`config.mk`:
```
export PLATFORM = sky130hd
export DESIGN_NAME = invader_engine_ctrl
export DESIGN_NICKNAME = d
export VERILOG_FILES = /design/src/rtl/invader_engine_ctrl.sv
export SDC_FILE = /design/constraint.sdc
export NUM_CORES = 1
export LEC_CHECK = 0
export ABC_AREA = 1
export CAP_MARGIN = 20
export CELL_PAD_IN_SITES_DETAIL_PLACEMENT = 1
export CELL_PAD_IN_SITES_GLOBAL_PLACEMENT = 1
export CORE_MARGIN = 3
export CORE_UTILIZATION = 30
export CTS_BUF_LIST = sky130_fd_sc_hd__clkbuf_16
export DETAILED_ROUTE_END_ITERATION = 8
export PLACE_DENSITY = 0.67
export SYNTH_ARGS = -nofsm -noshare
export SYNTH_HDL_FRONTEND = slang
export SYNTH_SLANG_ARGS = --single-unit
```
`constraint.sdc`:
```
create_clock -name clk -period 25.7 [get_ports clk]
set_input_delay 5.14 -clock clk [delete_from_list [all_inputs] [get_ports clk]]
set_output_delay 5.14 -clock clk [all_outputs]
set_load 0.01 [all_outputs]
```
`src/rtl/invader_engine_ctrl.sv`:
```
// rtl/invader_engine_ctrl.sv - invader game FSM, row-weighted score and live-shooter selection.
// Optional macro SPEEDUP_EN: shot delay shrinks with each kill down to FIRE_MIN.
module invader_engine_ctrl #(
   parameter int          N_COLS     = 13,
   parameter int          N_ROWS     = 5,
   parameter int          FIRE_DELAY = 1000000,
   parameter int          SCORE_W    = 10,
   parameter logic [15:0] LFSR_SEED  = 16'hACE1,
   parameter int          FIRE_STEP  = 8192,
   parameter int          FIRE_MIN   = 100000,
   localparam int         N_EN       = N_ROWS * N_COLS,
   localparam int         COL_W      = (N_COLS > 1) ? $clog2(N_COLS) : 1,
   localparam int         ROW_W      = (N_ROWS > 1) ? $clog2(N_ROWS) : 1
) (
   input  logic               clk,
   input  logic               reset,
   input  logic [N_EN-1:0]    enemy_vivos,
   input  logic               jogador_vivo,
   input  logic               vitoria_enemy,
   input  logic               btn_D,
   output logic               restart,
   output logic [SCORE_W-1:0] score,
   output logic [1:0]         estado_jogo,
   output logic               tiro_valid,
   output logic [COL_W-1:0]   tiro_col,
   output logic [ROW_W-1:0]   tiro_row
);

   localparam int IDX_W   = (N_EN > 1) ? $clog2(N_EN) : 1;
   localparam int DLY_MAX = (FIRE_DELAY > FIRE_MIN) ? FIRE_DELAY : FIRE_MIN;
   localparam int CNT_W   = $clog2(DLY_MAX + 1);
   localparam int SCORE_MAX = (1 << SCORE_W) - 1;

   generate
      if (FIRE_DELAY < 2 || FIRE_MIN < 1 || FIRE_STEP < 0 || LFSR_SEED == 16'h0) begin : g_bad_cfg
         $error("invader_engine_ctrl: invalid fire timing or LFSR seed parameters");
      end
   endgenerate

   typedef enum logic [1:0] {
      ST_RUN  = 2'd1,
      ST_WIN  = 2'd2,
      ST_LOSE = 2'd3
   } game_t;

   typedef enum logic {
      SH_WAIT = 1'b0,
      SH_SCAN = 1'b1
   } shoot_t;

   game_t              state_q, state_d;
   shoot_t             sh_q, sh_d;
   logic [SCORE_W-1:0] score_q, score_d;
   logic [15:0]        lfsr_q, lfsr_d;
   logic [CNT_W-1:0]   cnt_q, cnt_d;
   logic [IDX_W-1:0]   idx_q, idx_d;
   logic [IDX_W:0]     scan_cnt_q, scan_cnt_d;
   logic [ROW_W-1:0]   row_q, row_d;
   logic [COL_W-1:0]   col_q, col_d;
   logic               tiro_valid_q, tiro_valid_d;
   logic [ROW_W-1:0]   tiro_row_q, tiro_row_d;
   logic [COL_W-1:0]   tiro_col_q, tiro_col_d;
   logic [CNT_W-1:0]   dly_m1;
   logic [CNT_W-1:0]   dly_entry;

   assign restart = reset | ~btn_D;

   // Game FSM: state register
   always_ff @(posedge clk) begin
      if (restart) state_q <= ST_RUN;
      else         state_q <= state_d;
   end

   // Game FSM: next state; LOSE has priority over WIN, both sticky
   always_comb begin
      state_d = state_q;
      case (state_q)
         ST_RUN: begin
            if (vitoria_enemy || !jogador_vivo) state_d = ST_LOSE;
            else if (enemy_vivos == '0)         state_d = ST_WIN;
         end
         default: state_d = state_q;
      endcase
   end

   // Game FSM: outputs
   always_comb begin
      estado_jogo = 2'd1;
      case (state_q)
         ST_WIN:  estado_jogo = 2'd2;
         ST_LOSE: estado_jogo = 2'd3;
         default: estado_jogo = 2'd1;
      endcase
   end

   always_comb begin
      int sum;
      sum = 0;
      for (int r = 0; r < N_ROWS; r++) begin
         for (int c = 0; c < N_COLS; c++) begin
            if (!enemy_vivos[r*N_COLS + c]) sum = sum + (N_ROWS - r);
         end
      end
      score_d = score_q;
      if (state_q == ST_RUN) begin
         if (sum > SCORE_MAX) score_d = SCORE_W'(SCORE_MAX);
         else                 score_d = SCORE_W'(sum);
      end
   end

   always_comb begin
      lfsr_d = {lfsr_q[14:0], lfsr_q[15] ^ lfsr_q[13] ^ lfsr_q[12] ^ lfsr_q[10]};
   end

`ifdef SPEEDUP_EN
   logic [CNT_W-1:0] delay_q, delay_d;

   always_comb begin
      int kills;
      int dly_i;
      kills = 0;
      for (int i = 0; i < N_EN; i++) begin
         if (!enemy_vivos[i]) kills = kills + 1;
      end
      dly_i = FIRE_DELAY - kills * FIRE_STEP;
      if (dly_i < FIRE_MIN) dly_i = FIRE_MIN;
      dly_entry = CNT_W'(dly_i);
   end

   // Delay is latched on each WAIT entry so a scan in flight cannot change it
   always_comb begin
      delay_d = delay_q;
      if (sh_d == SH_WAIT && sh_q == SH_SCAN) delay_d = dly_entry;
   end

   always_ff @(posedge clk) begin
      if (restart) delay_q <= dly_entry;
      else         delay_q <= delay_d;
   end

   assign dly_m1 = delay_q - CNT_W'(1);
`else
   assign dly_entry = CNT_W'(FIRE_DELAY);
   assign dly_m1    = dly_entry - CNT_W'(1);
`endif

   logic [IDX_W-1:0] raw_idx, start_idx;
   logic [ROW_W-1:0] start_row;
   logic [COL_W-1:0] start_col;

   // Single conditional subtract folds the LFSR value into range; row/col found by comparison
   always_comb begin
      raw_idx   = lfsr_q[IDX_W-1:0];
      start_idx = raw_idx;
      if (int'(raw_idx) >= N_EN) start_idx = raw_idx - IDX_W'(N_EN);
      start_row = '0;
      start_col = COL_W'(start_idx);
      for (int r = 1; r < N_ROWS; r++) begin
         if (int'(start_idx) >= r * N_COLS) begin
            start_row = ROW_W'(r);
            start_col = COL_W'(int'(start_idx) - r * N_COLS);
         end
      end
   end

   always_comb begin
      sh_d         = sh_q;
      cnt_d        = cnt_q;
      idx_d        = idx_q;
      scan_cnt_d   = scan_cnt_q;
      row_d        = row_q;
      col_d        = col_q;
      tiro_valid_d = 1'b0;
      tiro_row_d   = tiro_row_q;
      tiro_col_d   = tiro_col_q;
      if (state_d != ST_RUN) begin
         sh_d  = SH_WAIT;
         cnt_d = '0;
      end else begin
         case (sh_q)
            SH_WAIT: begin
               if (cnt_q == dly_m1) begin
                  sh_d       = SH_SCAN;
                  cnt_d      = '0;
                  idx_d      = start_idx;
                  row_d      = start_row;
                  col_d      = start_col;
                  scan_cnt_d = '0;
               end else begin
                  cnt_d = cnt_q + CNT_W'(1);
               end
            end
            SH_SCAN: begin
               if (enemy_vivos[idx_q]) begin
                  tiro_valid_d = 1'b1;
                  tiro_row_d   = row_q;
                  tiro_col_d   = col_q;
                  sh_d         = SH_WAIT;
                  cnt_d        = '0;
               end else if (int'(scan_cnt_q) == N_EN - 1) begin
                  sh_d  = SH_WAIT;
                  cnt_d = '0;
               end else begin
                  scan_cnt_d = scan_cnt_q + (IDX_W+1)'(1);
                  if (int'(col_q) == N_COLS - 1) begin
                     col_d = '0;
                     if (int'(row_q) == N_ROWS - 1) begin
                        row_d = '0;
                        idx_d = '0;
                     end else begin
                        row_d = row_q + ROW_W'(1);
                        idx_d = idx_q + IDX_W'(1);
                     end
                  end else begin
                     col_d = col_q + COL_W'(1);
                     idx_d = idx_q + IDX_W'(1);
                  end
               end
            end
            default: sh_d = SH_WAIT;
         endcase
      end
   end

   always_ff @(posedge clk) begin
      if (restart) begin
         score_q      <= '0;
         lfsr_q       <= LFSR_SEED;
         sh_q         <= SH_WAIT;
         cnt_q        <= '0;
         idx_q        <= '0;
         scan_cnt_q   <= '0;
         row_q        <= '0;
         col_q        <= '0;
         tiro_valid_q <= 1'b0;
         tiro_row_q   <= '0;
         tiro_col_q   <= '0;
      end else begin
         score_q      <= score_d;
         lfsr_q       <= lfsr_d;
         sh_q         <= sh_d;
         cnt_q        <= cnt_d;
         idx_q        <= idx_d;
         scan_cnt_q   <= scan_cnt_d;
         row_q        <= row_d;
         col_q        <= col_d;
         tiro_valid_q <= tiro_valid_d;
         tiro_row_q   <= tiro_row_d;
         tiro_col_q   <= tiro_col_d;
      end
   end

   // Mask the strobe combinationally so it is never seen while restart is held
   assign tiro_valid = tiro_valid_q & ~restart;
   assign score      = score_q;
   assign tiro_row   = tiro_row_q;
   assign tiro_col   = tiro_col_q;

endmodule
```
==> Word level (Yosys, flattened, before mapping) <==
Index checks and enable logic that the tools add are counted.
{ "classes": {"n_addsub": 74, "reduce_logical": 8, "bitwise": 9, "muxes": 111, "order_cmp": 7, "eq_ne": 13} }
{ "op_table": {"columns": ["operator", "count"], "rows": [
  ["32-bit two-way mux", 64],
  ["32-bit by 3-bit adder with 32-bit output, second input constant", 26],
  ["32-bit by 4-bit adder with 32-bit output, second input constant", 25],
  ["32-bit by 2-bit adder with 32-bit output, second input constant", 13],
  ["65-bit logical NOT", 1],
  ["20-bit two-way mux", 3],
  ["7-bit two-way mux", 6],
  ["20-bit one-hot mux with 2 select lines", 1],
  ["32-bit by 11-bit greater-than comparator with 1-bit output, second input constant", 1],
  ["4-bit two-way mux", 8],
  ["3-bit two-way mux", 9],
  ["8-bit two-way mux", 3],
  ["20-bit by 1-bit adder with 20-bit output, second input constant", 1],
  ["20-bit equality test, second input constant", 1],
  ["8-bit one-hot mux with 2 select lines", 1],
  ["7-bit by 6-bit greater-or-equal comparator with 1-bit output, second input constant", 2],
  ["7-bit one-hot mux with 2 select lines", 1],
  ["10-bit two-way mux", 1],
  ["8-bit by 1-bit adder with 8-bit output, second input constant", 1],
  ["8-bit equality test, second input constant", 1],
  ["7-bit by 8-bit less-than comparator with 1-bit output, second input constant", 1],
  ["4-bit one-hot mux with 2 select lines", 1],
  ["4-bit by 3-bit subtractor with 4-bit output, second input constant", 2],
  ["4-bit subtractor, second input constant", 2],
  ["other kinds (31)", 47]
]} }
{ "word_totals": {"out_inout_bits": 21, "in_bits": 70, "ff_bits": 79, "elab_cells": 234} }

==> Logic depth before layout (Yosys ltp) <==
Gate-level depths: netlist of the first run.
{ "logic_depth": {"depth_word": 131, "ltp_mapped": 186, "ltp_nobuf": 186} }

==> Worst setup path after synthesis of the first run <==
Ideal clock, no wire load.
{ "synth_timing": {"kind": "in2reg", "start": "in enemy_vivos[0]", "end": "reg score_q[0], in the netlist score[0]", "required_time_ns": 25.578, "path_buffers": 0, "setup_time_ns": 0.122, "path_slack_ns": -1.726, "cell_stages": 156, "arrival_ns": 27.303, "cell_sequence": "inv_1 -> ha_1 -> ha_1 -> inv_1 -> ha_1 -> inv_1 -> o21ai_2 -> xor2_1 -> o21ai_0 -> ha_1 -> nor2_1 -> a31oi_2 -> ha_1 -> inv_1 -> o21ai_1 -> ha_1 -> nand2_1 -> o21ai_1 -> [... 120 more ...] -> nand2_1 -> nand2_1 -> nand4_1 -> or2_4 -> nand2_1 -> nor2_1 -> nand2_1 -> nor2_1 -> xnor2_1 -> inv_1 -> nor2_1 -> nand2_1 -> clkinv_2 -> nand3_1 -> xor2_1 -> nand2_2 -> nor2_8 -> a21oi_2"} }
{ "synth_between": {"elab_chain_cells": 131} }
{ "synth_lines": {"columns": ["item", "line", "text"], "rows": [
  ["start, declared", "17", "input logic [N_EN-1:0] enemy_vivos,"],
  ["3-bit two-way mux (*)", "101", "if (!enemy_vivos[r*N_COLS + c]) sum = sum + (N_ROWS - r);"],
  ["32-bit by 4-bit adder with 32-bit output", "101", null],
  ["32-bit two-way mux (*)", "101", null],
  ["32-bit by 4-bit adder with 32-bit output", "101", null],
  ["32-bit two-way mux (*)", "101", null],
  ["32-bit by 4-bit adder with 32-bit output", "101", null],
  ["32-bit two-way mux (*)", "101", null],
  ["32-bit by 4-bit adder with 32-bit output", "101", null],
  ["[... 115 more ...]", null, null],
  ["32-bit by 2-bit adder with 32-bit output", "101", null],
  ["32-bit two-way mux (*)", "101", null],
  ["32-bit by 2-bit adder with 32-bit output", "101", null],
  ["32-bit two-way mux (*)", "101", null],
  ["32-bit by 2-bit adder with 32-bit output", "101", null],
  ["32-bit two-way mux (*)", "101", null],
  ["32-bit by 11-bit greater-than comparator with 1-bit output", "106", "if (sum > SCORE_MAX) score_d = SCORE_W'(SCORE_MAX);"],
  ["10-bit two-way mux (*)", "106", null],
  ["end signal, assigned", "239", "score_q <= score_d;"],
  ["end, declared", "53", "logic [SCORE_W-1:0] score_q, score_d;"]
]} }
Mark *: on every way between the ends. The rest lies on a longest branch, timed or not.
A chain may end at the register's enable or synchronous reset.

==> Worst setup path in the final report of the first run <==
{ "layout_timing": {"start": "in enemy_vivos[1]", "end": "reg score_q[5], in the netlist score[5]"} }
{ "layout_between": {"elab_chain_cells": 129} }
{ "layout_lines": {"columns": ["item", "line"], "rows": [
  ["32-bit two-way mux (*)", "101"],
  ["32-bit by 4-bit adder with 32-bit output", "101"],
  ["32-bit two-way mux (*)", "101"],
  ["32-bit by 4-bit adder with 32-bit output", "101"],
  ["32-bit two-way mux (*)", "101"],
  ["32-bit by 4-bit adder with 32-bit output", "101"],
  ["32-bit two-way mux (*)", "101"],
  ["32-bit by 4-bit adder with 32-bit output", "101"],
  ["[... 113 more ...]", null],
  ["32-bit by 2-bit adder with 32-bit output", "101"],
  ["32-bit two-way mux (*)", "101"],
  ["32-bit by 2-bit adder with 32-bit output", "101"],
  ["32-bit two-way mux (*)", "101"],
  ["32-bit by 2-bit adder with 32-bit output", "101"],
  ["32-bit two-way mux (*)", "101"],
  ["32-bit by 11-bit greater-than comparator with 1-bit output", "106"],
  ["10-bit two-way mux (*)", "106"]
]} }
Marked as above.

==> results.sh, run 1 <==
export IMPL_portion_of_synthesized_cell_area_occupied_by_the_leading_cell_type_pct=14.1
export IMPL_ratio_of_cells_with_drive_above_1_in_the_final_layout_pct=47.7
export IMPL_report_final_hold_viol_count=0
export IMPL_rr_endpoint="col_q[0]"
export IMPL_timing_fmax_mhz=36.7
export IMPL_path_class="in -> reg"
export IMPL_viasPerCell=5.01
export IMPL_synth_seq_cells=79
export IMPL_postRouteWirelength_um=95000
export IMPL_hold_path_cells=2
export IMPL_synthesis_instances=4118
export IMPL_timing_max_cap_violations=0
export IMPL_globalplace_congestion=0.801
export IMPL_pin_count=91
export IMPL_hold_ws_ns=0.412
export IMPL_status="finished with violations"
export IMPL_clk_root_buffer_cell="clkbuf_16"
export IMPL_final_period_minus_worst_setup_slack_ns=27.27
export IMPL_cp_end_kind="flop"
export IMPL_synthTopCellsByArea="nand2_1, inv_1, nand3_1"
export IMPL_worst_ep_arrival_time_ns=27.52
export IMPL_core_area_um2=78000
export IMPL_final_instance_count_excl_fill=5824
export IMPL_timing_final_ws_setup_ns=-1.57
export IMPL_slowest_stage="ha_1"
export IMPL_cts_buffers=9
export IMPL_min_period_over_period_pct=106
export IMPL_synth_cells_most_frequent="nand2_1, inv_1, nand3_1"
export IMPL_violations_in_the_final_reports="negative setup slack"
export IMPL_die_width_um=288
export IMPL_maxSlewHeadroom_pct=44.9
export IMPL_netlist_cell_type_count=73
export IMPL_drt_initial_drc_count=1012
export IMPL_clk_path_buf_depth=2
export IMPL_area_growth_pct=50.9
export IMPL_required_ns=25.95
export IMPL_floorplan_initialDensity_pct=30.5
export IMPL_tritoncts_num_sinks=79
export IMPL_number_of_placed_instances_with_taps_included=5664
export IMPL_placement_io_buffers=90
export IMPL_setup_reg_to_reg_worst_slack_ns=21.05
export IMPL_timing_hold_worst_class="reg -> reg"
export IMPL_grt_first_pass_wirelength_um=133000
export IMPL_seq_area_frac_synth_pct=6.65
export IMPL_synth_flop_cell="dfxtp_1"
export IMPL_total_via_count_in_the_routed_design=29200
export IMPL_cts_htree_levels=3
export IMPL_grt_overflow=0
export IMPL_hold_path_startpoint="lfsr_q[8]"
export IMPL_final_total_negative_setup_slack_ns=-15.38
export IMPL_synthArstFlopShare_pct=0
export IMPL_grt_setup_unrepaired="yes"
export IMPL_worst_slew_pin_transition_ns=0.823
export IMPL_global_route_usage_total_pct=18.6
export IMPL_fin_nets=4935
export IMPL_timing_critical_path_slowest_cell_delay_ns=0.30
export IMPL_drcViolationCount=0
export IMPL_synth_yosys_warnings=0
export IMPL_synth_nets=4275
export IMPL_yosys_area_top_type="nand2_1"
export IMPL_post_synth_cell_area_avg_um2=5.78
export IMPL_die_height_um=288
export IMPL_ant_nets=0
export IMPL_antenna_found_initial=1
export IMPL_routed_wire_length_per_instance_um=16.3
export IMPL_cp_start_kind="input pin"
export IMPL_synthMostInstantiatedCell="nand2_1"
export IMPL_reg2reg_depth=15
export IMPL_clock_tree_from_tritoncts="done"
export IMPL_number_of_enable_type_register_cells_in_the_synthesized_netlist=0
export IMPL_placementRows=102
export IMPL_cts_clk_slew_worst_paths_ns=0.07
export IMPL_dp_hpwl_um=63100
export IMPL_first_global_vias=28900
export IMPL_final_max_slew_violation_count=0
export IMPL_critical_path_top_cell_by_count="nand2_4"
export IMPL_maximum_number_of_pins_on_one_net_before_global_route_repair=38
export IMPL_worstHoldEndpoint="lfsr_q[9]"
export IMPL_fp_dieArea_um2=82700
export IMPL_crit_fanout=6
export IMPL_finClkSkew_ns=0.00751
export IMPL_critical_path_reg2reg_startpoint="idx_q[0]"
export IMPL_synth_area_um2=23800
export IMPL_clock_network_latency_to_the_later_pin_of_the_worst_skew_pair_ns=0.36
export IMPL_setup_viol=10
export IMPL_detail_route_first_pass_iterations=4
==> placed cells by master (no fill, tap or decap), drive strengths merged, types with 4 or more instances in the layout <==
cell | synthesis | routed
or2 | 34 | 34
xnor2 | 11 | 11
a221oi | 6 | 6
nand2 | 1354 | 1354
o221ai | 4 | 4
buf | 4 | 596
clkinv | 9 | 9
ha | 87 | 87
a22oi | 8 | 8
xor2 | 48 | 48
clkdlybuf4s50 | 3 | 87
clkbuf | 27 | 9
dfxtp | 79 | 79
o211ai | 4 | 4
nor2 | 460 | 461
a31oi | 12 | 12
o22ai | 10 | 10
inv | 720 | 726
nand3 | 754 | 754
nand3b | 63 | 63
a211oi | 11 | 11
nor3 | 34 | 34
a21oi | 115 | 115
o221a | 4 | 4
nand4 | 64 | 64
o21ai | 143 | 143
o311ai | 4 | 4
nor4 | 21 | 21
==> worst max-delay path: cells and delay by family <==
kind	cells	cell delay [ns]
AOI/OAI and AO/OA	7	0.79
xor gates and xnor gates	1	0.16
adders and majority gates	21	5.35
buffers and inverters	34	3.18
and+or+nand+nor	123	12.82
==> what timing repair did <==
action,CTS,global route
pin swaps,221,388
setup buffers,85,63
resized for setup,421,767
gates cloned,1,0
hold buffers,0,0
endpoints found under the setup margin,10,10
==> flip-flops by register name, summed over array words and instances (netlist names) <==
name and flops:
col_q 4, tiro_valid_q 1, scan_cnt_q 8, state_q 2, idx_q 7, tiro_col 4
lfsr_q 16, sh_q 1, tiro_row 3, score 10, cnt_q 20, row_q 3
==> layout make-up <==
cell class | count | area [µm²]
antenna | 1 | 2.50
clock buffer | 9 | 225
clock inverter | 7 | 70.1
fill | 10000 | 42100
inverter | 729 | 2810
multi-input combinational | 3275 | 24500
sequential | 79 | 1580
tap | 1040 | 1300
timing repair buffer | 684 | 5420
==> metrics by stage <==
| step | setup WS (ns) | util, % | instance area [µm²] |
|---|---|---|---|
| 2_1_floorplan | -0.612 | - | 24100 |
| 3_3_place_gp | -2.39 | 37.9 | 29500 |
| 3_5_place_dp | -2.89 | 37.9 | 29500 |
| 4_1_cts | -1.28 | 41.2 | 32100 |
| 5_1_grt | -2.76 | 46.0 | 35900 |
| 6_report | -1.57 | 46.0 | 35900 |
==> per-layer routing <==
layer,global-route usage [%],vias up,wire length [µm],share of wire [%]
met3,1.50,142,1890,2.0
met5,0,-,0,0
met2,34.3,332,50200,53
met1,23.8,14100,40700,43
li1,-,14600,-,-
met4,3.19,0,2200,2.3
==> how the worst max path moves through the flow <==
stage                     slack [ns]        to      startpoint
after global placement         -2.39  score[0]  enemy_vivos[1]
after detailed placement       -2.89  score[6]  enemy_vivos[1]
final                          -1.57  score[5]  enemy_vivos[1]
after CTS                      -1.28  score[3]  enemy_vivos[1]
after floorplan                -0.61  score[0]  enemy_vivos[1]
after global routing           -2.76  score[7]  enemy_vivos[1]
==> cell families (layout without fill, tap and decap cells) <==
family	count (synthesis)	after routing	share of synthesized area (%)
AOI/OAI and AO/OA	334	334	8.47
xor gates and xnor gates	59	59	2.71
adders and majority gates	87	87	4.57
buffers and inverters	765	1429	12.4
DFF	79	79	6.65
muxes	2	2	0.0894
other	0	1	0
and+or+nand+nor	2792	2793	65.1
Power of run 1 is not shown: default switching activity piles up to over one toggle a cycle in this logic, so the estimate is an artifact.
==> run 2, diff against run 1 <==
--- a/config.mk
+++ b/config.mk
@@ -5,15 +5,15 @@
 export SDC_FILE = /design/constraint.sdc
 export NUM_CORES = 1
 export LEC_CHECK = 0
-export ABC_AREA = 1
+export ABC_AREA = 0
 export CAP_MARGIN = 20
 export CELL_PAD_IN_SITES_DETAIL_PLACEMENT = 1
 export CELL_PAD_IN_SITES_GLOBAL_PLACEMENT = 1
 export CORE_MARGIN = 3
-export CORE_UTILIZATION = 30
+export CORE_UTILIZATION = 43
 export CTS_BUF_LIST = sky130_fd_sc_hd__clkbuf_16
 export DETAILED_ROUTE_END_ITERATION = 8
-export PLACE_DENSITY = 0.67
+export PLACE_DENSITY = 0.85
 export SYNTH_ARGS = -nofsm -noshare
 export SYNTH_HDL_FRONTEND = slang
 export SYNTH_SLANG_ARGS = --single-unit
==> run 2 against run 1 <==
Effect of this change: the flow now stops in global routing; synthesized cell count shrank 25%; area after synthesis shrank 4.3%.
==> results.sh, run 2 <==
export IMPL_instance_area_after_placement_um2=30900
export IMPL_number_of_enable_type_register_cells_in_the_synthesized_netlist=0
export IMPL_synth_nets=3242
export IMPL_seq_area_frac_synth_pct=6.94
export IMPL_globalplace_congestion=0.927
export IMPL_floorplan_initialDensity_pct=44.0
export IMPL_placement_io_buffers=90
export IMPL_cts_htree_levels=3
export IMPL_grt_first_pass_wirelength_um=297000
export IMPL_stop_stage="global routing"
export IMPL_clk_path_buf_depth=2
export IMPL_die_height_um=236
export IMPL_synth_flop_cell="dfxtp_1"
export IMPL_synth_seq_cells=79
export IMPL_cts_buffers=9
export IMPL_synth_yosys_warnings=0
export IMPL_pin_count=91
export IMPL_status="stopped before the end"
export IMPL_post_cts_hold_buffer_count=0
export IMPL_dp_hpwl_um=91600
export IMPL_maximum_number_of_pins_on_one_net_before_global_route_repair=32
export IMPL_synth_cells_most_frequent="nor2_1, nand2_1, xnor2_1"
export IMPL_toolErrorMsg="[ERROR GRT-0116] Global routing finished with congestion. Check the congestion regions in the DRC Viewer."
export IMPL_synthArstFlopShare_pct=0
export IMPL_synthTopCellsByArea="xnor2_1, dfxtp_1, xor2_1"
export IMPL_portion_of_synthesized_cell_area_occupied_by_the_leading_cell_type_pct=9.15
export IMPL_yosys_area_top_type="xnor2_1"
export IMPL_clk_root_buffer_cell="clkbuf_16"
export IMPL_global_route_usage_total_pct=72.0
export IMPL_synthesis_instances=3085
export IMPL_post_synth_cell_area_avg_um2=7.38
export IMPL_die_width_um=236
export IMPL_placementRows=83
export IMPL_grt_overflow=40
export IMPL_first_global_vias=41800
export IMPL_netlist_cell_type_count=138
export IMPL_tritoncts_num_sinks=79
export IMPL_synthMostInstantiatedCell="nor2_1"
export IMPL_synth_area_um2=22800
run 2: per-layer routing:
layer / overflow / global-route usage (%)
met1: 0 / 69.1
met2: 17 / 88.0
met3: 0 / 61.0
met4: 23 / 71.8
met5: 0 / 32.6
run 2: what timing repair did:
action / CTS
pin swaps: 98
setup buffers: 90
cloned: 2
resized for setup: 173
endpoints found under the setup margin: 10
run 2: kinds of logic after synthesis:
kind of cell	count (synthesis)	share of synthesized area, %
AO/OA/AOI/OAI	759	22.9
XOR/XNOR	477	23.5
adder cells (fa/ha/maj)	94	5.09
buffers and inverters	234	4.45
flip-flops	79	6.94
multiplexers	117	6.55
AND/OR/NAND/NOR	1325	30.6
run 2: stage by stage:
stage / setup WS [ns] / std cells / utilization [%] / TNS, ns
floorplan: -4.56 / 3085 / - / -45.50
global placement: -5.26 / 4588 / 59.6 / -52.63
detailed placement: -7.99 / 4588 / 59.6 / -79.59
CTS: -5.36 / 4696 / 63.4 / -53.38
==> run 3, diff against run 2 <==
==> config.mk (replaced) <==
export PLATFORM = sky130hd
export DESIGN_NAME = invader_engine_ctrl
export DESIGN_NICKNAME = d
export VERILOG_FILES = /design/src/rtl/invader_engine_ctrl.sv
export SDC_FILE = /design/constraint.sdc
export NUM_CORES = 1
export LEC_CHECK = 0
export ABC_AREA = 0
export CAP_MARGIN = 20
export CORE_MARGIN = 3
export CORE_UTILIZATION = 35
export DETAILED_ROUTE_END_ITERATION = 8
export PLACE_DENSITY_LB_ADDON = 0.15
export SYNTH_ARGS = -nofsm -noshare
export SYNTH_HDL_FRONTEND = slang
export SYNTH_SLANG_ARGS = --single-unit
==> constraint.sdc (replaced) <==
create_clock -name clk -period 33.4 [get_ports clk]
set_input_delay 6.68 -clock clk [delete_from_list [all_inputs] [get_ports clk]]
set_output_delay 6.68 -clock clk [all_outputs]
set_load 0.01 [all_outputs]
==> run 3 against run 2 <==
Effect of this change: the flow now finishes without violations; synthesized cell count unchanged; area after synthesis is the same.
==> results.sh, run 3 <==
export IMPL_viasPerCell=5.66
export IMPL_post_synth_cell_area_avg_um2=7.38
export IMPL_pin_count=91
export IMPL_hold_path_cells=1
export IMPL_maxSlewHeadroom_pct=25.7
export IMPL_fp_dieArea_um2=68200
export IMPL_die_width_um=261
export IMPL_hold_ws_ns=0.410
export IMPL_status="finished clean"
export IMPL_drcViolationCount=0
export IMPL_largest_register="cnt_q"
export IMPL_netlist_cell_type_count=138
export IMPL_wl_met3_um=2380
export IMPL_dp_slack_ns=-1.29
export IMPL_timing_critical_path_slowest_cell_delay_ns=0.42
export IMPL_synthesis_instances=3085
export IMPL_cp_startpoint="enemy_vivos[0]"
export IMPL_postLayoutCoreUtil_pct=43.1
export IMPL_total_via_count_in_the_routed_design=23800
export IMPL_core_area_um2=63800
export IMPL_floorplan_initialDensity_pct=35.7
export IMPL_synth_yosys_warnings=0
export IMPL_clk_path_buf_depth=2
export IMPL_setup_reg_to_reg_worst_slack_ns=28.76
export IMPL_post_cts_hold_buffer_count=0
export IMPL_portion_of_synthesized_cell_area_occupied_by_the_leading_cell_type_pct=9.15
export IMPL_path_class="in -> reg"
export IMPL_cts_buffers=9
export IMPL_largest_reg_flops=20
export IMPL_seq_area_frac_synth_pct=6.94
export IMPL_most_frequent_standard_cell_in_the_layout_excluding_fill_and_tap_cells="nor2_1"
export IMPL_crit_fanout=5
export IMPL_placementRows=92
export IMPL_yosys_area_top_type="xnor2_1"
export IMPL_final_instance_count_excl_fill=4211
export IMPL_highest_layer="met4"
export IMPL_min_period_over_period_pct=95.6
export IMPL_cp_start_kind="input pin"
export IMPL_synth_nets=3242
export IMPL_dp_hpwl_um=57200
export IMPL_drt_initial_drc_count=1493
export IMPL_grt_overflow=0
export IMPL_critical_path_top_cell_by_count="ha_1"
export IMPL_reg2reg_depth=15
export IMPL_timing_hold_worst_class="reg -> reg"
export IMPL_cp_end_kind="flop"
export IMPL_ratio_of_cells_with_drive_above_1_in_the_final_layout_pct=19.5
export IMPL_detailroute_wirelength_met2_um=35200
export IMPL_antenna_found_initial=5
export IMPL_placement_io_buffers=90
export IMPL_mostFrequentLayoutCells="nor2_1, buf_4, nand2_1"
export IMPL_area_growth_pct=20.7
export IMPL_synth_cells_most_frequent="nor2_1, nand2_1, xnor2_1"
export IMPL_first_global_vias=22700
export IMPL_worstHoldEndpoint="lfsr_q[10]"
export IMPL_met1Wirelength_um=33200
export IMPL_synthArstFlopShare_pct=0
export IMPL_detail_route_first_pass_iterations=6
export IMPL_synth_area_um2=22800
export IMPL_ant_nets=0
export IMPL_cts_clk_slew_worst_paths_ns=0.06
export IMPL_worst_slew_pin_transition_ns=1.10
export IMPL_timing_fmax_mhz=31.3
export IMPL_setup_viol=0
export IMPL_globalplace_congestion=0.891
export IMPL_number_of_enable_type_register_cells_in_the_synthesized_netlist=0
export IMPL_timing_max_cap_violations=0
export IMPL_tritoncts_num_sinks=79
export IMPL_critical_path_reg2reg_startpoint="idx_q[1]"
export IMPL_rr_endpoint="idx_q[5]"
export IMPL_finClkSkew_ns=0.00794
export IMPL_clk_root_buffer_cell="clkbuf_16"
export IMPL_die_height_um=261
export IMPL_hold_path_startpoint="lfsr_q[9]"
export IMPL_timing_final_ws_setup_ns=1.46
export IMPL_final_max_slew_violation_count=0
export IMPL_postRouteWirelength_um=71700
export IMPL_synth_seq_cells=79
export IMPL_clock_network_latency_to_the_later_pin_of_the_worst_skew_pair_ns=0.33
export IMPL_synth_flop_cell="dfxtp_1"
export IMPL_slowest_stage="xnor3_2"
export IMPL_maximum_number_of_pins_on_one_net_before_global_route_repair=32
export IMPL_fillers=6513
export IMPL_fin_nets=3515
export IMPL_required_ns=33.61
export IMPL_clock_tree_from_tritoncts="done"
export IMPL_synthTopCellsByArea="xnor2_1, dfxtp_1, xor2_1"
export IMPL_cts_htree_levels=3
export IMPL_final_period_minus_worst_setup_slack_ns=31.94
export IMPL_report_final_hold_viol_count=0
export IMPL_synthMostInstantiatedCell="nor2_1"
export IMPL_number_of_placed_instances_with_taps_included=4142
export IMPL_grt_first_pass_wirelength_um=116000
export IMPL_routed_wire_length_per_instance_um=17.0
export IMPL_global_route_usage_total_pct=20.2
export IMPL_worst_ep_arrival_time_ns=32.15
run 3: cell counts after synthesis:
Identical to the previous run, type by type.
run 3: cell families after synthesis:
group	after synthesis	share of synthesized area, %
mux	117	6.55
fa+ha+maj	94	5.09
buf+inv	234	4.45
simple gates	1325	30.6
compound gates	759	22.9
flops	79	6.94
xor+xnor	477	23.5
run 3: repair_timing:
action                     4_1_cts  5_1_grt
setup buffers                   23       25
gates resized for setup         49      122
setup endpoints to repair       10       10
gates cloned                     1        1
pin swaps                       30       75
run 3: cell type report:
| cell class | instances | area (µm²) | area share (%) |
|---|---|---|---|
| repair buffers | 383 | 3100 | 11.3 |
| well taps | 846 | 1060 | 3.85 |
| flip-flops and latches | 79 | 1580 | 5.76 |
| inverters | 112 | 420 | 1.53 |
| diodes | 3 | 7.51 | 0.0273 |
| clock buffers | 11 | 233 | 0.847 |
| clock inverters | 4 | 47.5 | 0.173 |
| multi-input cells | 2773 | 21000 | 76.5 |
run 3: stage by stage:
step | area (µm²) | setup TNS [ns]
6_report | 27500 | 0
5_1_grt | 27500 | -3.47
4_1_cts | 26700 | 0
3_5_place_dp | 26000 | -12.64
3_3_place_gp | 26000 | -5.08
2_1_floorplan | 22800 | 0
run 3: worst max path at each step:
| stage | to | slack (ns) | depth (start not counted) |
|---|---|---|---|
| global placement | score[9] | -0.51 | 149 |
| global route | score[0] | -0.37 | 151 |
| finish | score[0] | 1.46 | 150 |
| floorplan | score[0] | 0.12 | 148 |
| detailed placement | score[0] | -1.29 | 149 |
| CTS | score[0] | 0.03 | 150 |
run 3: critical path: cells and delay by family:
family	cells	cell delay (ns)
adders and majority gates	37	9.94
AOI/OAI and AO/OA	37	5.65
and+or+nand+nor	39	4.54
muxes	9	1.99
xor gates and xnor gates	10	1.92
buffers and inverters	18	1.48
run 3: metal layers:
layer / vias up / global-route usage [%]
li1: 11800 / -
met1: 11400 / 26.8
met2: 515 / 36.7
met3: 49 / 0.812
met4: 0 / 3.26
met5: - / 0
Power of run 3 is left out for the same reason.
